`src/rtl/node_accum.sv`:
```
// Per-node path-count accumulator: sums matching filtered arrivals, then emits one request per successor.
// Cfg or last arrival to first request: 1 cycle; a request holds stable while i_req_rdy is low.
module node_accum #(
  parameter  int PAYLOAD_WIDTH = 16,
  parameter  int MAX_OUT       = 8,
  parameter  int INDEG_W       = 8,
  localparam int OUTDEG_W      = $clog2(MAX_OUT + 1)
) (
  input  logic                      i_clk,
  input  logic                      i_rst,
  input  logic                      i_cfg_vld,
  input  logic [11:0]               i_cfg_node,
  input  logic                      i_cfg_src,
  input  logic [INDEG_W-1:0]        i_cfg_indeg,
  input  logic [OUTDEG_W-1:0]       i_cfg_outdeg,
  input  logic [12*MAX_OUT-1:0]     i_cfg_succ,
  output logic [11:0]               o_target_node,
  input  logic                      i_filt_vld,
  input  logic [PAYLOAD_WIDTH-1:0]  i_filt_paths,
  input  logic [11:0]               i_filt_nodenum,
  output logic                      o_req_vld,
  input  logic                      i_req_rdy,
  output logic [PAYLOAD_WIDTH-1:0]  o_req_paths,
  output logic [11:0]               o_req_nodenum,
  output logic                      o_busy,
  output logic                      o_done,
  output logic [PAYLOAD_WIDTH-1:0]  o_result,
  output logic                      o_ovf,
  output logic                      o_err
);

  localparam logic [1:0] S_IDLE  = 2'd0;
  localparam logic [1:0] S_ACCUM = 2'd1;
  localparam logic [1:0] S_EMIT  = 2'd2;
  localparam logic [1:0] S_DONE  = 2'd3;

  logic [1:0]               state;
  logic [11:0]              node_q;
  logic [INDEG_W-1:0]       indeg_q;
  logic [OUTDEG_W-1:0]      outdeg_q;
  logic [12*MAX_OUT-1:0]    succ_q;
  logic [PAYLOAD_WIDTH-1:0] acc;
  logic [INDEG_W-1:0]       cnt;
  logic [OUTDEG_W-1:0]      idx;
  logic                     ovf_q;
  logic                     err_q;

  logic                     arrival;
  logic [PAYLOAD_WIDTH:0]   acc_sum;
  logic [INDEG_W-1:0]       cnt_inc;
  logic [11:0]              succ_sel;

  assign arrival = i_filt_vld && (i_filt_nodenum == node_q);
  assign acc_sum = {1'b0, acc} + {1'b0, i_filt_paths};
  assign cnt_inc = cnt + 1'b1;

  always_comb begin
    succ_sel = '0;
    for (int i = 0; i < MAX_OUT; i++) begin
      if (idx == OUTDEG_W'(i)) succ_sel = succ_q[i*12 +: 12];
    end
  end

  always_ff @(posedge i_clk or posedge i_rst) begin
    if (i_rst) begin
      state    <= S_IDLE;
      node_q   <= '0;
      indeg_q  <= '0;
      outdeg_q <= '0;
      succ_q   <= '0;
      acc      <= '0;
      cnt      <= '0;
      idx      <= '0;
      ovf_q    <= 1'b0;
      err_q    <= 1'b0;
    end else begin
      case (state)
        S_ACCUM: begin
          if (arrival) begin
            acc <= acc_sum[PAYLOAD_WIDTH-1:0];
            cnt <= cnt_inc;
            if (acc_sum[PAYLOAD_WIDTH]) ovf_q <= 1'b1;
            if (cnt_inc == indeg_q) state <= (outdeg_q != '0) ? S_EMIT : S_DONE;
          end
        end
        S_EMIT: begin
          if (arrival) err_q <= 1'b1;
          if (i_req_rdy) begin
            idx <= idx + 1'b1;
            if (idx == outdeg_q - 1'b1) state <= S_DONE;
          end
        end
        default: begin
          // A cfg load in the same cycle as a stray arrival wins: flags start clean.
          if (i_cfg_vld) begin
            node_q   <= i_cfg_node;
            indeg_q  <= i_cfg_indeg;
            outdeg_q <= i_cfg_outdeg;
            succ_q   <= i_cfg_succ;
            acc      <= {{(PAYLOAD_WIDTH-1){1'b0}}, i_cfg_src};
            cnt      <= '0;
            idx      <= '0;
            ovf_q    <= 1'b0;
            err_q    <= 1'b0;
            if (i_cfg_indeg != '0)       state <= S_ACCUM;
            else if (i_cfg_outdeg != '0) state <= S_EMIT;
            else                         state <= S_DONE;
          end else if (arrival) begin
            err_q <= 1'b1;
          end
        end
      endcase
    end
  end

  assign o_target_node = node_q;
  assign o_req_vld     = (state == S_EMIT);
  assign o_req_paths   = (state == S_EMIT) ? acc : '0;
  assign o_req_nodenum = (state == S_EMIT) ? succ_sel : '0;
  assign o_busy        = (state == S_ACCUM) || (state == S_EMIT);
  assign o_done        = (state == S_DONE);
  assign o_result      = acc;
  assign o_ovf         = ovf_q;
  assign o_err         = err_q;

endmodule
```
`config.mk`:
```
export PLATFORM = sky130hd
export DESIGN_NAME = node_accum
export DESIGN_NICKNAME = d
export VERILOG_FILES = /design/src/rtl/node_accum.sv
export SDC_FILE = /design/constraint.sdc
export NUM_CORES = 1
export LEC_CHECK = 0
export CORE_ASPECT_RATIO = 1.1
export CORE_MARGIN = 2
export CORE_UTILIZATION = 35
export DETAILED_ROUTE_END_ITERATION = 8
export PLACE_DENSITY = 0.61
export SYNTH_ARGS = -nofsm -noshare
export SYNTH_HDL_FRONTEND = slang
export SYNTH_SLANG_ARGS = --single-unit
export TNS_END_PERCENT = 20
```
`constraint.sdc`:
```
create_clock -name i_clk -period 5.4 [get_ports i_clk]
set_input_delay 0.54 -clock i_clk [delete_from_list [all_inputs] [get_ports i_clk]]
set_output_delay 0.54 -clock i_clk [all_outputs]
set_load 0.02 [all_outputs]
```
# Word-level counts from Yosys, hierarchy flattened

Index checks and enable logic that the tools add are counted.

Muxes and demuxes: 35
Bitwise gates (word level): 3
$add $sub $neg: 4
Equal/unequal tests: 18
Reductions and logical operators: 15

Operators with widths:

| kind                  | number |
|---|---|
| $mux W12              | 9 |
| $mux W16              | 3 |
| $pmux W16 S2          | 1 |
| $add A16 B16 Y17      | 1 |
| $eq A4 B3 Y1 const B  | 4 |
| $mux W8               | 2 |
| $pmux W8 S2           | 1 |
| $eq A12 B12 Y1        | 1 |
| $mux W2               | 6 |
| $add A8 B1 Y8 const B | 1 |
| $eq A4 B2 Y1 const B  | 2 |
| $eq A8 B8 Y1          | 1 |
| $mux W4               | 2 |
| $pmux W4 S2           | 1 |
| $reduce_bool A4 Y1    | 2 |
| $reduce_bool A8 Y1    | 1 |
| $mux W1               | 7 |
| $ne A2 B2 Y1 const B  | 3 |
| $reduce_and A3 Y1     | 2 |
| $reduce_and A5 Y1     | 1 |
| $add A4 B1 Y4 const B | 1 |
| $eq A2 B2 Y1 const B  | 2 |
| $eq A4 B1 Y1 const B  | 1 |
| $eq A4 B4 Y1          | 1 |
| other kinds (14)      | 19 |

Output and inout bits: 61
Logic and storage cells: 85
Bits in registers: 152

# Logic depth before layout (Yosys ltp)

Depth after elaboration: 10
Depth in mapped cells: 9
Gate-level depth less buffers: 8

# Least setup slack after synthesis

No wires, ideal clock.

Kind: reg-to-output
From: register idx[1]
To: output o_req_nodenum[2]
Cell stages (with the launch flop): 9
Arrival time: 2204 ps
Slack: 2656 ps
Cell sequence: dfrtp_1 > inv_1 > ha_1 > nor4b_1 > clkbuf_1 > a221oi_1 > nor3_1 > a211oi_1 > o21ai_0

Word-level cells in the longest chain between the ends: 10
Elaborated cells between the ends (all ways): 17
Those cells by class: eq/ne: 7; mux: 9; reduce/logical: 1

RTL lines:

| item                     | RTL line | text |
|---|---|---|
| start: declaration       | 44       | `logic [OUTDEG_W-1:0] idx;` |
| start signal: assignment | 89       | `idx <= idx + 1'b1;` |
| $logic_not A4 Y1         | 60       | `if (idx == OUTDEG_W'(i)) succ_sel = succ_q[i*12 +: 12];` |
| $mux W12 (7 in series)   | 60       |  |
| $mux W12 *               | 60       |  |
| $mux W12 *               | 119      | `assign o_req_nodenum = (state == S_EMIT) ? succ_sel : '0;` |
| end: declaration         | 24       | `output logic [11:0] o_req_nodenum,` |

Every way passes the cells marked *; elsewhere a longest branch is shown, timed or not.

# Worst setup path in the final report

From: register idx[1]
To: output o_req_nodenum[1]

Same word-level chain as after synthesis.

==> out/summary.md <==
The run finished with clean final reports. Counting flops with a built-in enable in the synthesized netlist gives 0. For this run, the number of Yosys warnings is 0. In the synthesized netlist the dominant register cell turns out to be sky130_fd_sc_hd__dfrtp_1. The logs give 0.184 for the global routing usage summed across all routing layers and 0 ns for the setup TNS. The run gives 68 as the maximum number of pins on one net before global-route repair.

The net count of the mapped netlist was 902; the cell count of the worst hold path was 2. The first detailed-routing pass ran for 6 iterations. The DRC marker count from the first detailed-route iteration was 226. The routed layout has 6,345 vias. The run gives 0 as the number of cells upsized or downsized after cts. The die width is 148 um. The number of max-cap violations was 0. The total clock buffers created by CTS was 17; the count of pins over their slew limit was 0.

After clock tree synthesis, the clock-pin slew on the worst setup and hold paths is 0.07 ns. The async set-reset flop share out of synthesis was 1.00. The tools report the number of library cell types mapped by synthesis as 59. For the worst setup path, the data arrival time is 3.40 ns.

The die span in y is 163 um, and the top achievable clock speed is 0.254 GHz. The mapped netlist covers 8030 um^2. Across the VDD grid, the largest voltage drop is 289 uV. In this run the power density over the cells is 493 nW/um^2. The switching fraction of total power is 0.356. The portion of netlist area occupied by mux cells is 0.177, and the fraction of the mapped netlist area in compound gates is 0.135.

For this run, design rule violations remaining after detail routing come to 0. The post-synthesis adder-cell area fraction was 0.0430; the path depth of the worst reg2reg path was 9. The number of global-route vias before repair was 6,372.

The portion of total power attributed to combinational logic was 0.418. The run gives 0 as the buffer count from post-CTS setup fixing. Setup repair after global routing left no endpoint under its margin. The initial core utilization came out at 0.354. Highest fanout seen on the critical path: 12. The synthesized-area fraction occupied by and/or/nand/nor cells came out at 0.0983. For the pin with the worst max-slew slack, the measured transition is 1.05 ns. The internal power is 0.00351 W. Routability-driven placement finished with a final weighted congestion of 0.848. TritonCTS built the clock tree. The global-route wire length before repair came out at 34,500 um. The post-placement worst setup slack was 1.87 ns. The main combinational cell family by area after synthesis is multiplexers. The run gives 0.293 as the relative max-transition margin.

Buffers placed on the I/O ports in this run total 214. The share of the clock period used by the worst path is 0.729, and the final worst-path setup slack is 1.46 ns. The layout cell share with drive strength beyond 1 works out to 0.182. The wire-length estimate of the detail-placed layout is 16,000 um. After detailed placement, the total cell area comes to 10,400 um^2. The run gives 0 as the leftover overflow at the end of global routing. With fillers left out, the area of the finished cells amounts to 11,100 um^2. The sequential fraction of the synthesis area is 0.474. The number of failing hold endpoints at the final stage was 0; the final count of negative-setup-slack endpoints was 0. During I/O placement, the number of pins put on the boundary was 215.

The run gives 24,200 um^2 as the die footprint. The worst setup path is captured at an output pin. For the initial antenna violation count, the log shows 2. The synthesized netlist cell count is 721.

The final critical-path required period was 3.94 ns. The xor and xnor area share after synthesis was 0.0425; the post-route antenna net violation count was 0. The tree built by TritonCTS fans out to 152 sinks.

The H-tree was split into 4 levels. The total of flip-flops plus latches after synthesis was 152. The worst setup path is of the reg -> out kind.

The clock group share of total power is 0.225, and the clock insertion delay at the later pin of the skew report is 0.43 ns. STA classifies the critical path startpoint as a flip-flop. Summing internal, switching and leakage power gives 0.00545 W.

The core area is 22,700 um^2, and the area growth from synthesis to layout is 37.6%. The worst hold path belongs to the class reg -> reg. Each instance of the synthesized netlist takes up on average 11.1 um^2. Summed over all cells, the static leakage comes to 4.44 nW. In the final routed layout, each cell accounts on average for 17.6 um.

The antenna cell count came out at 0. Summed over all nets, the switching power comes to 0.00194 W. In this run, post-CTS hold repair placed 0 buffers.

In the routed layout, each cell is associated on average with a via count of 5.15. The floorplan has 58 rows. Wires add up to 21,700 um. The critical path data required time was 4.86 ns.

The run gives 2 as the maximum count of clock buffers along a single path. The tools report the clock tree skew after final layout as 0.00861 ns. Clock tree synthesis selected as its root buffer the cell sky130_fd_sc_hd__clkbuf_16. The final-layout worst hold slack was 0.499 ns. For this run, the post-layout net count is 1,099. Sequential cell fraction of total power: 0.357.
[kinds of logic (layout without fill, tap and decap cells)]
kind of cell	Yosys count	count (layout)
xor gates and xnor gates	39	39
muxes	127	127
DFF	152	152
and+or+nand+nor	159	159
adders and majority gates	27	27
buffers and inverters	61	271
AOI/OAI and AO/OA	156	156
[critical path, cell delays in order, from the launching register on]
cell and delay, ns:
sky130_fd_sc_hd__dfrtp_1 0.45, sky130_fd_sc_hd__inv_1 0.13, sky130_fd_sc_hd__ha_1 0.27, sky130_fd_sc_hd__and2_1 0.46, sky130_fd_sc_hd__a221oi_1 0.22, sky130_fd_sc_hd__o311ai_0 0.34
sky130_fd_sc_hd__o221ai_1 0.18, sky130_fd_sc_hd__a21oi_1 0.26, sky130_fd_sc_hd__clkdlybuf4s50_1 0.65
[stage by stage]
stage               utilization  std cells
floorplan                     -        721
finish                    0.487       1231
detailed placement        0.460       1199
CTS                       0.487       1231
global placement          0.460       1199
global route              0.487       1231
[placed cells by master, fill, tap and decap left out, types with 3 or more instances in the layout]
master,count
sky130_fd_sc_hd__clkbuf_16,17
sky130_fd_sc_hd__mux2i_1,4
sky130_fd_sc_hd__nor2b_1,4
sky130_fd_sc_hd__mux2_2,121
sky130_fd_sc_hd__and3_1,4
sky130_fd_sc_hd__inv_1,18
sky130_fd_sc_hd__dfrtp_1,152
sky130_fd_sc_hd__a22oi_1,12
sky130_fd_sc_hd__nor2_1,26
sky130_fd_sc_hd__nor3b_1,3
sky130_fd_sc_hd__ha_1,26
sky130_fd_sc_hd__xor2_1,7
sky130_fd_sc_hd__nand3_1,13
sky130_fd_sc_hd__and2_1,21
sky130_fd_sc_hd__inv_6,5
sky130_fd_sc_hd__o22ai_1,3
sky130_fd_sc_hd__o21a_1,4
sky130_fd_sc_hd__clkdlybuf4s50_1,214
sky130_fd_sc_hd__a21oi_1,15
sky130_fd_sc_hd__a211o_1,4
sky130_fd_sc_hd__nor3_1,19
sky130_fd_sc_hd__a21o_1,4
sky130_fd_sc_hd__inv_8,6
sky130_fd_sc_hd__a221oi_1,12
sky130_fd_sc_hd__a211oi_1,12
sky130_fd_sc_hd__o221ai_1,12
sky130_fd_sc_hd__o21bai_1,3
sky130_fd_sc_hd__buf_4,6
sky130_fd_sc_hd__o21ai_0,44
sky130_fd_sc_hd__nand2_1,49
sky130_fd_sc_hd__a22o_1,4
sky130_fd_sc_hd__o211ai_1,9
sky130_fd_sc_hd__xnor2_1,32
sky130_fd_sc_hd__nand4_1,5
[cell type report]
type,instances,area [um^2]
Clock buffer,17,425
Clock inverter,15,178
Fill cell,2115,11700
Inverter,19,76.3
Multi-Input combinational cell,508,4010
Sequential cell,152,3800
Tap cell,300,375
Timing Repair Buffer,220,2190
[per-layer routing]
layer  vias to the layer above  global-route usage  wire length, um
li1                       3038                   -                -
met1                      3090               0.233             9460
met2                       187               0.302            10400
met3                        26              0.0588             1480
met4                         4              0.0524              338
met5                         -                   0               27
[cell usage after synthesis, types with 3 or more instances]
| master | count | share of area |
|---|---|---|
| sky130_fd_sc_hd__a22o_1 | 4 | 0.0044 |
| sky130_fd_sc_hd__and3_1 | 4 | 0.0031 |
| sky130_fd_sc_hd__o21ai_0 | 44 | 0.027 |
| sky130_fd_sc_hd__mux2i_1 | 4 | 0.0050 |
| sky130_fd_sc_hd__o221ai_1 | 12 | 0.013 |
| sky130_fd_sc_hd__a21o_1 | 4 | 0.0037 |
| sky130_fd_sc_hd__clkbuf_1 | 36 | 0.017 |
| sky130_fd_sc_hd__nand4_1 | 5 | 0.0039 |
| sky130_fd_sc_hd__inv_1 | 19 | 0.0089 |
| sky130_fd_sc_hd__mux2_2 | 121 | 0.17 |
| sky130_fd_sc_hd__xnor2_1 | 32 | 0.035 |
| sky130_fd_sc_hd__xor2_1 | 7 | 0.0076 |
| sky130_fd_sc_hd__ha_1 | 26 | 0.041 |
| sky130_fd_sc_hd__o21a_1 | 4 | 0.0037 |
| sky130_fd_sc_hd__a22oi_1 | 12 | 0.011 |
| sky130_fd_sc_hd__o211ai_1 | 9 | 0.0084 |
| sky130_fd_sc_hd__a221oi_1 | 12 | 0.013 |
| sky130_fd_sc_hd__dfrtp_1 | 152 | 0.47 |
| sky130_fd_sc_hd__nor3_1 | 19 | 0.012 |
| sky130_fd_sc_hd__nor2_1 | 26 | 0.012 |
| sky130_fd_sc_hd__o21bai_1 | 3 | 0.0028 |
| sky130_fd_sc_hd__a21oi_1 | 15 | 0.0093 |
| sky130_fd_sc_hd__a211oi_1 | 12 | 0.011 |
| sky130_fd_sc_hd__a211o_1 | 4 | 0.0044 |
| sky130_fd_sc_hd__nor2b_1 | 4 | 0.0031 |
| sky130_fd_sc_hd__buf_1 | 3 | 0.0014 |
| sky130_fd_sc_hd__and2_1 | 21 | 0.016 |
| sky130_fd_sc_hd__nor3b_1 | 3 | 0.0028 |
| sky130_fd_sc_hd__nor4b_1 | 3 | 0.0033 |
| sky130_fd_sc_hd__o22ai_1 | 3 | 0.0023 |
| sky130_fd_sc_hd__nand3_1 | 13 | 0.0081 |
| sky130_fd_sc_hd__nand2_1 | 50 | 0.023 |
[path summary, 6_finish.rpt]
check	from	end	slack [ns]
min in group asynchronous	i_rst	o_target_node[3]	0.52
hold reg to reg	o_err	o_err	0.50
setup reg to reg	state[0]	state[0]	2.65
max in group asynchronous	i_rst	succ_q[73]	3.65
setup / recovery	idx[1]	o_req_nodenum[1]	1.46
hold / removal	o_err	o_err	0.50
[power groups by stage]
stage	sequential (W)	clock, W	combinational (W)
after global routing	0.00201	0.00131	0.00249
final	0.00194	0.00122	0.00228
after CTS	0.00194	0.00125	0.00231
after floorplan	0.00192	0	0.00155
after global placement	0.00196	0	0.00228
after detailed placement	0.00196	0	0.00230
[flip-flops by register name, indices dropped and copies added (netlist names)]
register       count
succ_q            96
o_result          16
o_target_node     12
cnt                8
indeg_q            8
idx                4
outdeg_q           4
state              2
o_err              1
o_ovf              1
Power figures use the tool's default switching activity.
